--- src/rtl/ls_mem_responder.sv ---
// Serialises load/store and instruction-fetch requests into byte accesses on a
// byte-wide synchronous RAM, returning little-endian assembled words.
module ls_mem_responder #(
    parameter int          ADDR_W = 32,
    parameter logic [2:0]  IF_LEN = 3'd3
) (
    input  logic              clk,
    input  logic              rst,
    input  logic              ls_req_en,
    input  logic              ls_rw,
    input  logic [ADDR_W-1:0] ls_addr,
    input  logic [2:0]        ls_len,
    input  logic [31:0]       ls_wdata,
    output logic              ls_done,
    output logic [31:0]       ls_rdata,
    input  logic              if_en,
    input  logic [ADDR_W-1:0] if_addr,
    output logic              if_done,
    output logic [31:0]       if_rdata,
    output logic [ADDR_W-1:0] mem_a,
    output logic              mem_wr,
    output logic [7:0]        mem_dout,
    input  logic [7:0]        mem_din
);

    typedef enum logic [1:0] {IDLE, DRD, DWR, IRD} state_t;

    localparam logic [ADDR_W-1:0] ADDR_ONE = ADDR_W'(1);
    localparam logic [1:0]        IF_LAST  = IF_LEN[1:0];

    state_t              state_reg, state_next;
    logic [1:0]          idx_reg, idx_next;
    logic [1:0]          last_reg, last_next;
    logic [1:0]          cidx_reg, cidx_next;
    logic                iss_reg, iss_next;
    logic                v1_reg, v1_next;
    logic [31:0]         acc_reg, acc_next;
    logic [31:0]         wdata_reg, wdata_next;

    logic                pend_v_reg, pend_v_next;
    logic                pend_rw_reg, pend_rw_next;
    logic [ADDR_W-1:0]   pend_addr_reg, pend_addr_next;
    logic [1:0]          pend_len_reg, pend_len_next;
    logic [31:0]         pend_wdata_reg, pend_wdata_next;

    logic [ADDR_W-1:0]   mem_a_reg, mem_a_next;
    logic                mem_wr_reg, mem_wr_next;
    logic [7:0]          mem_dout_reg, mem_dout_next;
    logic                ls_done_reg, ls_done_next;
    logic [31:0]         ls_rdata_reg, ls_rdata_next;
    logic                if_done_reg, if_done_next;
    logic [31:0]         if_rdata_reg, if_rdata_next;

    // Request selection in IDLE: pending slot, then LS, then fetch.
    logic                st_en;
    logic                st_rw;
    logic                st_fetch;
    logic [ADDR_W-1:0]   st_addr;
    logic [1:0]          st_len;
    logic [31:0]         st_wdata;

    logic [1:0]          idx_inc;
    logic [31:0]         acc_merged;
    logic                unused_len_msb;

    assign unused_len_msb = ls_len[2];
    assign idx_inc        = idx_reg + 2'd1;
    assign acc_merged     = acc_reg | ({24'b0, mem_din} << {cidx_reg, 3'b000});

    always_comb begin
        st_en    = 1'b0;
        st_rw    = 1'b0;
        st_fetch = 1'b0;
        st_addr  = ls_addr;
        st_len   = ls_len[1:0];
        st_wdata = ls_wdata;
        if (state_reg == IDLE) begin
            if (pend_v_reg) begin
                st_en    = 1'b1;
                st_rw    = pend_rw_reg;
                st_addr  = pend_addr_reg;
                st_len   = pend_len_reg;
                st_wdata = pend_wdata_reg;
            end else if (ls_req_en) begin
                st_en = 1'b1;
                st_rw = ls_rw;
            end else if (if_en) begin
                st_en    = 1'b1;
                st_fetch = 1'b1;
                st_addr  = if_addr;
                st_len   = IF_LAST;
                st_wdata = 32'b0;
            end
        end
    end

    always_comb begin
        state_next      = state_reg;
        idx_next        = idx_reg;
        last_next       = last_reg;
        cidx_next       = cidx_reg;
        iss_next        = iss_reg;
        v1_next         = v1_reg;
        acc_next        = acc_reg;
        wdata_next      = wdata_reg;
        pend_v_next     = pend_v_reg;
        pend_rw_next    = pend_rw_reg;
        pend_addr_next  = pend_addr_reg;
        pend_len_next   = pend_len_reg;
        pend_wdata_next = pend_wdata_reg;
        mem_a_next      = mem_a_reg;
        mem_wr_next     = mem_wr_reg;
        mem_dout_next   = mem_dout_reg;
        ls_done_next    = 1'b0;
        ls_rdata_next   = ls_rdata_reg;
        if_done_next    = 1'b0;
        if_rdata_next   = if_rdata_reg;

        // An LS request arriving during a fetch waits in the pending slot.
        if (state_reg == IRD && ls_req_en && !pend_v_reg) begin
            pend_v_next     = 1'b1;
            pend_rw_next    = ls_rw;
            pend_addr_next  = ls_addr;
            pend_len_next   = ls_len[1:0];
            pend_wdata_next = ls_wdata;
        end

        case (state_reg)
            IDLE: begin
                if (st_en) begin
                    if (pend_v_reg) begin
                        pend_v_next = 1'b0;
                    end
                    idx_next   = 2'd0;
                    cidx_next  = 2'd0;
                    last_next  = st_len;
                    wdata_next = st_wdata;
                    mem_a_next = st_addr;
                    acc_next   = 32'b0;
                    v1_next    = 1'b0;
                    if (st_rw) begin
                        state_next    = DWR;
                        mem_wr_next   = 1'b1;
                        mem_dout_next = st_wdata[7:0];
                        iss_next      = 1'b0;
                    end else begin
                        state_next = st_fetch ? IRD : DRD;
                        iss_next   = 1'b1;
                    end
                end
            end

            DWR: begin
                if (idx_reg == last_reg) begin
                    mem_wr_next   = 1'b0;
                    ls_done_next  = 1'b1;
                    ls_rdata_next = 32'b0;
                    state_next    = IDLE;
                end else begin
                    idx_next      = idx_inc;
                    mem_a_next    = mem_a_reg + ADDR_ONE;
                    mem_dout_next = wdata_reg[{idx_inc, 3'b000} +: 8];
                end
            end

            DRD, IRD: begin
                if (iss_reg) begin
                    if (idx_reg == last_reg) begin
                        iss_next = 1'b0;
                    end else begin
                        idx_next   = idx_inc;
                        mem_a_next = mem_a_reg + ADDR_ONE;
                    end
                end
                // v1_reg marks a cycle in which mem_din carries byte cidx_reg.
                v1_next = iss_reg;
                if (v1_reg) begin
                    acc_next  = acc_merged;
                    cidx_next = cidx_reg + 2'd1;
                    if (cidx_reg == last_reg) begin
                        v1_next    = 1'b0;
                        state_next = IDLE;
                        if (state_reg == DRD) begin
                            ls_done_next  = 1'b1;
                            ls_rdata_next = acc_merged;
                        end else begin
                            if_done_next  = 1'b1;
                            if_rdata_next = acc_merged;
                        end
                    end
                end
            end

            default: state_next = IDLE;
        endcase
    end

    always_ff @(posedge clk) begin
        if (rst) begin
            state_reg      <= IDLE;
            idx_reg        <= 2'd0;
            last_reg       <= 2'd0;
            cidx_reg       <= 2'd0;
            iss_reg        <= 1'b0;
            v1_reg         <= 1'b0;
            acc_reg        <= 32'b0;
            wdata_reg      <= 32'b0;
            pend_v_reg     <= 1'b0;
            pend_rw_reg    <= 1'b0;
            pend_addr_reg  <= '0;
            pend_len_reg   <= 2'd0;
            pend_wdata_reg <= 32'b0;
            mem_a_reg      <= '0;
            mem_wr_reg     <= 1'b0;
            mem_dout_reg   <= 8'b0;
            ls_done_reg    <= 1'b0;
            ls_rdata_reg   <= 32'b0;
            if_done_reg    <= 1'b0;
            if_rdata_reg   <= 32'b0;
        end else begin
            state_reg      <= state_next;
            idx_reg        <= idx_next;
            last_reg       <= last_next;
            cidx_reg       <= cidx_next;
            iss_reg        <= iss_next;
            v1_reg         <= v1_next;
            acc_reg        <= acc_next;
            wdata_reg      <= wdata_next;
            pend_v_reg     <= pend_v_next;
            pend_rw_reg    <= pend_rw_next;
            pend_addr_reg  <= pend_addr_next;
            pend_len_reg   <= pend_len_next;
            pend_wdata_reg <= pend_wdata_next;
            mem_a_reg      <= mem_a_next;
            mem_wr_reg     <= mem_wr_next;
            mem_dout_reg   <= mem_dout_next;
            ls_done_reg    <= ls_done_next;
            ls_rdata_reg   <= ls_rdata_next;
            if_done_reg    <= if_done_next;
            if_rdata_reg   <= if_rdata_next;
        end
    end

    assign mem_a    = mem_a_reg;
    assign mem_wr   = mem_wr_reg;
    assign mem_dout = mem_dout_reg;
    assign ls_done  = ls_done_reg;
    assign ls_rdata = ls_rdata_reg;
    assign if_done  = if_done_reg;
    assign if_rdata = if_rdata_reg;

endmodule
--- config.mk ---
export PLATFORM = sky130hd
export DESIGN_NAME = ls_mem_responder
export DESIGN_NICKNAME = d
export VERILOG_FILES = /design/src/rtl/ls_mem_responder.sv
export SDC_FILE = /design/constraint.sdc
export NUM_CORES = 1
export LEC_CHECK = 0
export CORE_MARGIN = 4
export CORE_UTILIZATION = 52
export DETAILED_ROUTE_END_ITERATION = 12
export PLACE_DENSITY_LB_ADDON = 0.3
export SLEW_MARGIN = 20
export SYNTH_ARGS = -nofsm -noshare
export SYNTH_HDL_FRONTEND = slang
export SYNTH_SLANG_ARGS = --single-unit
--- constraint.sdc ---
create_clock -name clk -period 2.61 [get_ports clk]
set_input_delay 0.522 -clock clk [delete_from_list [all_inputs] [get_ports clk]]
set_output_delay 0.522 -clock clk [all_outputs]
set_load 0.01 [all_outputs]
### Word-level counts from Yosys, hierarchy flattened

Index checks and enable logic that the tools add are counted.

* register bits after elaboration: 249
* bits in latches: 0
* memory bits (writable): 0
* ROM bits: 0
* bits of input ports: 112
* word-level logic and storage cells: 132
* memories kept: 0

* add/sub/neg operators: 3
* $mul: 0
* divide/modulo/power cells: 0
* order comparisons: 0
* eq/ne operators: 13
* shifts and indexed selects: 2
* multiplexer cells: 71
* bitwise operators: 5
* reductions and logical operators: 18

Operators with widths (count)
* 32-bit two-way mux: 15
* 32-bit one-hot mux with 2 select lines: 2
* 32-bit one-hot mux with 3 select lines: 1
* 32-bit by 1-bit adder with 32-bit output (second input constant): 1
* 32-bit OR: 1
* 32-bit by 6-bit indexed part select with 8-bit output: 1
* 8-bit by 5-bit left shift with 32-bit output: 1
* 1-bit two-way mux: 29
* 2-bit two-way mux: 13
* 8-bit two-way mux: 3
* 2-bit != test (second input constant): 8
* 8-bit one-hot mux with 2 select lines: 1
* 4-bit AND reduction: 4
* 2-bit one-hot mux with 3 select lines: 2
* 1-bit one-hot mux with 2 select lines: 4
* 2-bit AND reduction: 3
* 2-bit nonzero test: 3
* 5-bit AND reduction: 1
* 2-bit by 1-bit adder with 2-bit output (second input constant): 2
* 2-bit == test: 2
* 2-bit == test (second input constant): 2
* 1-bit inverter: 4
* 2-bit one-hot mux with 2 select lines: 1
* 4-bit OR reduction: 1
* 6 further kinds: 7

### Logic depth before layout (Yosys ltp)

* word-level depth: 8
* depth in mapped cells: 9
* mapped depth without buffers: 7

### Worst setup path after synthesis

OpenSTA, ideal clock, no wires.

* kind: register -> register
* from: register mem_a_reg[0] (netlist: mem_a[0])
* to: register mem_a_reg[24] (netlist: mem_a[24])
* setup time: 95 ps
* arrival time: 1930 ps
* slack: 585 ps
* stages on the path, launching flop included: 7
* path buffers: 0
* period minus slack after synthesis: 2025 ps
* cell sequence: dfxtp_1 > ha_1 > nand4_4 > nor3_4 > nand2_1 > or4_1 > a221oi_1

* cells in the longest elaborated chain, start to end: 4

RTL lines
* start: declaration: line 46 `logic [ADDR_W-1:0] mem_a_reg, mem_a_next;`
* start signal: assignment: line 234 `mem_a_reg <= mem_a_next;`
* 32-bit by 1-bit adder with 32-bit output *: line 161, 172
* 32-bit two-way mux *: line 154, 168
* 32-bit two-way mux: line 167 `if (iss_reg) begin`
* 32-bit one-hot mux with 3 select lines *: line 128 `case (state_reg)`

Every way passes the cells marked *; elsewhere a longest branch is shown, timed or not. The select of a mux whose other input is x is not followed.
A chain may end at the register's enable or synchronous reset.

### Worst setup path after layout

* from: register mem_a_reg[0] (netlist: mem_a[0])
* to: register mem_a_reg[18] (netlist: mem_a[18])

The elaborated chain is that of the path after synthesis.

==> impl_metrics.env <==
export IMPL_cap_violations=0
export IMPL_p_leak_nw=5.353
export IMPL_crit_type="reg -> reg"
export IMPL_hold_ws_ns=0.3982
export IMPL_synth_cell_types=64
export IMPL_portBuffers=217
export IMPL_setup_slack_ns=0.2668
export IMPL_ant_nets=0
export IMPL_cts_repair_resized=0
export IMPL_finalSetupViolCount=0
export IMPL_synth_edf_count=0
export IMPL_reg2reg_setup_slack_ns=0.27
export IMPL_critical_path_arrival_ns=2.78
export IMPL_outcome="completed"
export IMPL_numCtsBuffers=26
export IMPL_required_ns=3.05
export IMPL_grt_first_pass_wirelength_um=54420
export IMPL_die_h_um=156.5
export IMPL_fin_nets=1676
export IMPL_synthCells=1382
export IMPL_worstReg2RegEnd="mem_a[18]"
export IMPL_final_cell_area_um2=15010
export IMPL_finClkSkew_ns=0.01143
export IMPL_drc_errors=0
export IMPL_viasPerCell=5.924
export IMPL_netlist_top_cells_area="dfxtp_1, mux2i_1, a21oi_1"
export IMPL_synth_top_area_share_pct=43.47
export IMPL_postSynthAreaPerCell_um2=8.297
export IMPL_fmax_mhz=426.8
export IMPL_drt_iter0_markers=839
export IMPL_placed_cell_area_um2=14090
export IMPL_ioPinCount=219
export IMPL_ys_flop_type="dfxtp_1"
export IMPL_cts_buffer_depth=3
export IMPL_clock_sinks=249
export IMPL_final_hold_violation_count=0
export IMPL_reg2reg_from="mem_a[0]"
export IMPL_grt_max_degree=79
export IMPL_min_period_ns=2.343
export IMPL_die_x_um=156.5
export IMPL_antennaDiodeCount=0
export IMPL_ir_worst_vdd_mv=0.8584
export IMPL_core_area_um2=21760
export IMPL_place_hpwl_um=23560
export IMPL_drt_total_wl_um=34370
export IMPL_rsz0062_at_grt="no"
export IMPL_synth_top_area_cell="dfxtp_1"
export IMPL_cts_setup_buffers=0
export IMPL_first_pass_iters=6
export IMPL_cp_end_kind="register"
export IMPL_synth_most_common_cell="dfxtp_1"
export IMPL_min_path_cells=2
export IMPL_dp_slack_ns=0.01964
export IMPL_pwr_density_cell_nw_per_um2=938.6
export IMPL_gp_congestion=0.8933
export IMPL_grt_ovfl_total=0
export IMPL_cts_tree="built"
export IMPL_yosys_warnings=0
export IMPL_startpoint_type="register"
export IMPL_cts_hold_buf=0
export IMPL_async_reset_ff_share_pct=0
export IMPL_fin_tns_setup_ns=0
export IMPL_area_delta_synth_final_pct=30.93
export IMPL_max_slew_margin_pct=53.75
export IMPL_hold_path_startpoint="rst"
export IMPL_slew_violations=0
export IMPL_synth_nets=1500
export IMPL_num_vias=11000
export IMPL_grt_pass1_vias=10490
export IMPL_hold_path_endpoint="if_rdata[8]"
export IMPL_power_mw=14.09
export IMPL_finalCritPeriodShare_pct=89.78
export IMPL_tightest_slew_ns=0.6923
export IMPL_synth_area_um2=11470
export IMPL_path_clk_slew_ns=0.06
export IMPL_die_area_um2=24490
export IMPL_grt_usage_pct=26.90
export IMPL_cts_max_level=1
export IMPL_clock_latency_ns=0.53
export IMPL_grt_antenna_before_repair=0
export IMPL_reg2regPathDepth=6
export IMPL_cts_root_buf="clkbuf_16"
export IMPL_drive_gt1_share_pct=8.180
export IMPL_ys_seq_area_share_pct=43.47
export IMPL_hold_path_class="in -> reg"
export IMPL_nFillCells=1719
export IMPL_critPathMaxFanout=8
export IMPL_wl_per_cell_um=18.51
export IMPL_start_util_pct=52.70
export IMPL_synth_seq_cells=249
export IMPL_yosys_top_cells_count="dfxtp_1, nand2_1, a21oi_1, nor2_1, mux2i_1"
export IMPL_rows=54
power breakdown:
group / total [mW] / switching (mW) / leakage (nW) / internal (mW)
Combinational: 5.37 / 3.15 / 2.87 / 2.22
Sequential: 4.81 / 0.542 / 2.02 / 4.27
Clock: 3.91 / 1.51 / 0.457 / 2.39
Total: 14.1 / 5.21 / 5.35 / 8.88
worst max-delay path, cell delays in order (launching register included):
cell and delay [ns]:
dfxtp_1 0.48, ha_1 0.31, nand4_4 0.19, or4_1 0.71, o21ai_0 0.22, a21oi_1 0.10
a211oi_1 0.25
per-stage QoR:
step	utilization [%]	cells
final	69.00	1857
after global routing	69.00	1857
after CTS	69.00	1857
after detailed placement	64.76	1810
after global placement	64.76	1810
after floorplan	-	1382
area by class of cell:
class	instances	area [um2]	share of cell area, %
repair buffers	268	2706	18.03
clock inverters	7	87.58	0.5834
clock buffers	40	835.8	5.568
multi-input cells	997	5983	39.86
well taps	280	350.3	2.334
flip-flops and latches	249	4989	33.23
inverters	16	60.06	0.4001
cell usage in the layout, fill, tap and decap left out, types with 12 or more instances in the layout:
master / instances
nor2_1: 126
o21ai_0: 35
dfxtp_1: 248
a211oi_1: 19
nor3_1: 61
clkdlybuf4s50_1: 216
nand3_1: 47
a21oi_1: 169
a22oi_1: 38
a21o_1: 36
clkbuf_16: 28
inv_1: 16
mux2i_1: 99
buf_4: 39
buf_12: 12
nand2_1: 211
o211ai_1: 17
worst max-delay path by stage:
| stage | cells after the start | start | to | slack [ns] |
|---|---|---|---|---|
| 2_1_floorplan | 6 | mem_a[0] | mem_a[24] | 0.58 |
| 3_3_place_gp | 7 | if_en | mem_a[3] | 0.1 |
| 3_5_place_dp | 7 | if_en | mem_a[22] | 0.02 |
| 4_1_cts | 6 | mem_a[0] | mem_a[18] | 0.26 |
| 5_1_grt | 7 | state_reg[1] | mem_dout[4] | 0.16 |
| 6_report | 6 | mem_a[0] | mem_a[18] | 0.27 |
layer usage:
| layer | track usage [%] | up-vias | routed length, um | share of wire (%) |
|---|---|---|---|---|
| met3 | 4.535 | 73 | 2738 | 8.0 |
| met1 | 36.48 | 5173 | 14600 | 42 |
| li1 | - | 5253 | - | - |
| met5 | 0 | - | 0 | 0 |
| met4 | 9.752 | 0 | 1105 | 3.2 |
| met2 | 43.40 | 501 | 15920 | 46 |
cells by family after synthesis:
logic type	after synthesis	share of synthesized area [%]
buffers and inverters	136	4.845
xor gates and xnor gates	5	0.3819
and+or+nand+nor	513	20.49
muxes	107	10.21
AOI/OAI and AO/OA	366	19.94
DFF	249	43.47
adders and majority gates	6	0.6547
Power figures use the tool's default switching activity.
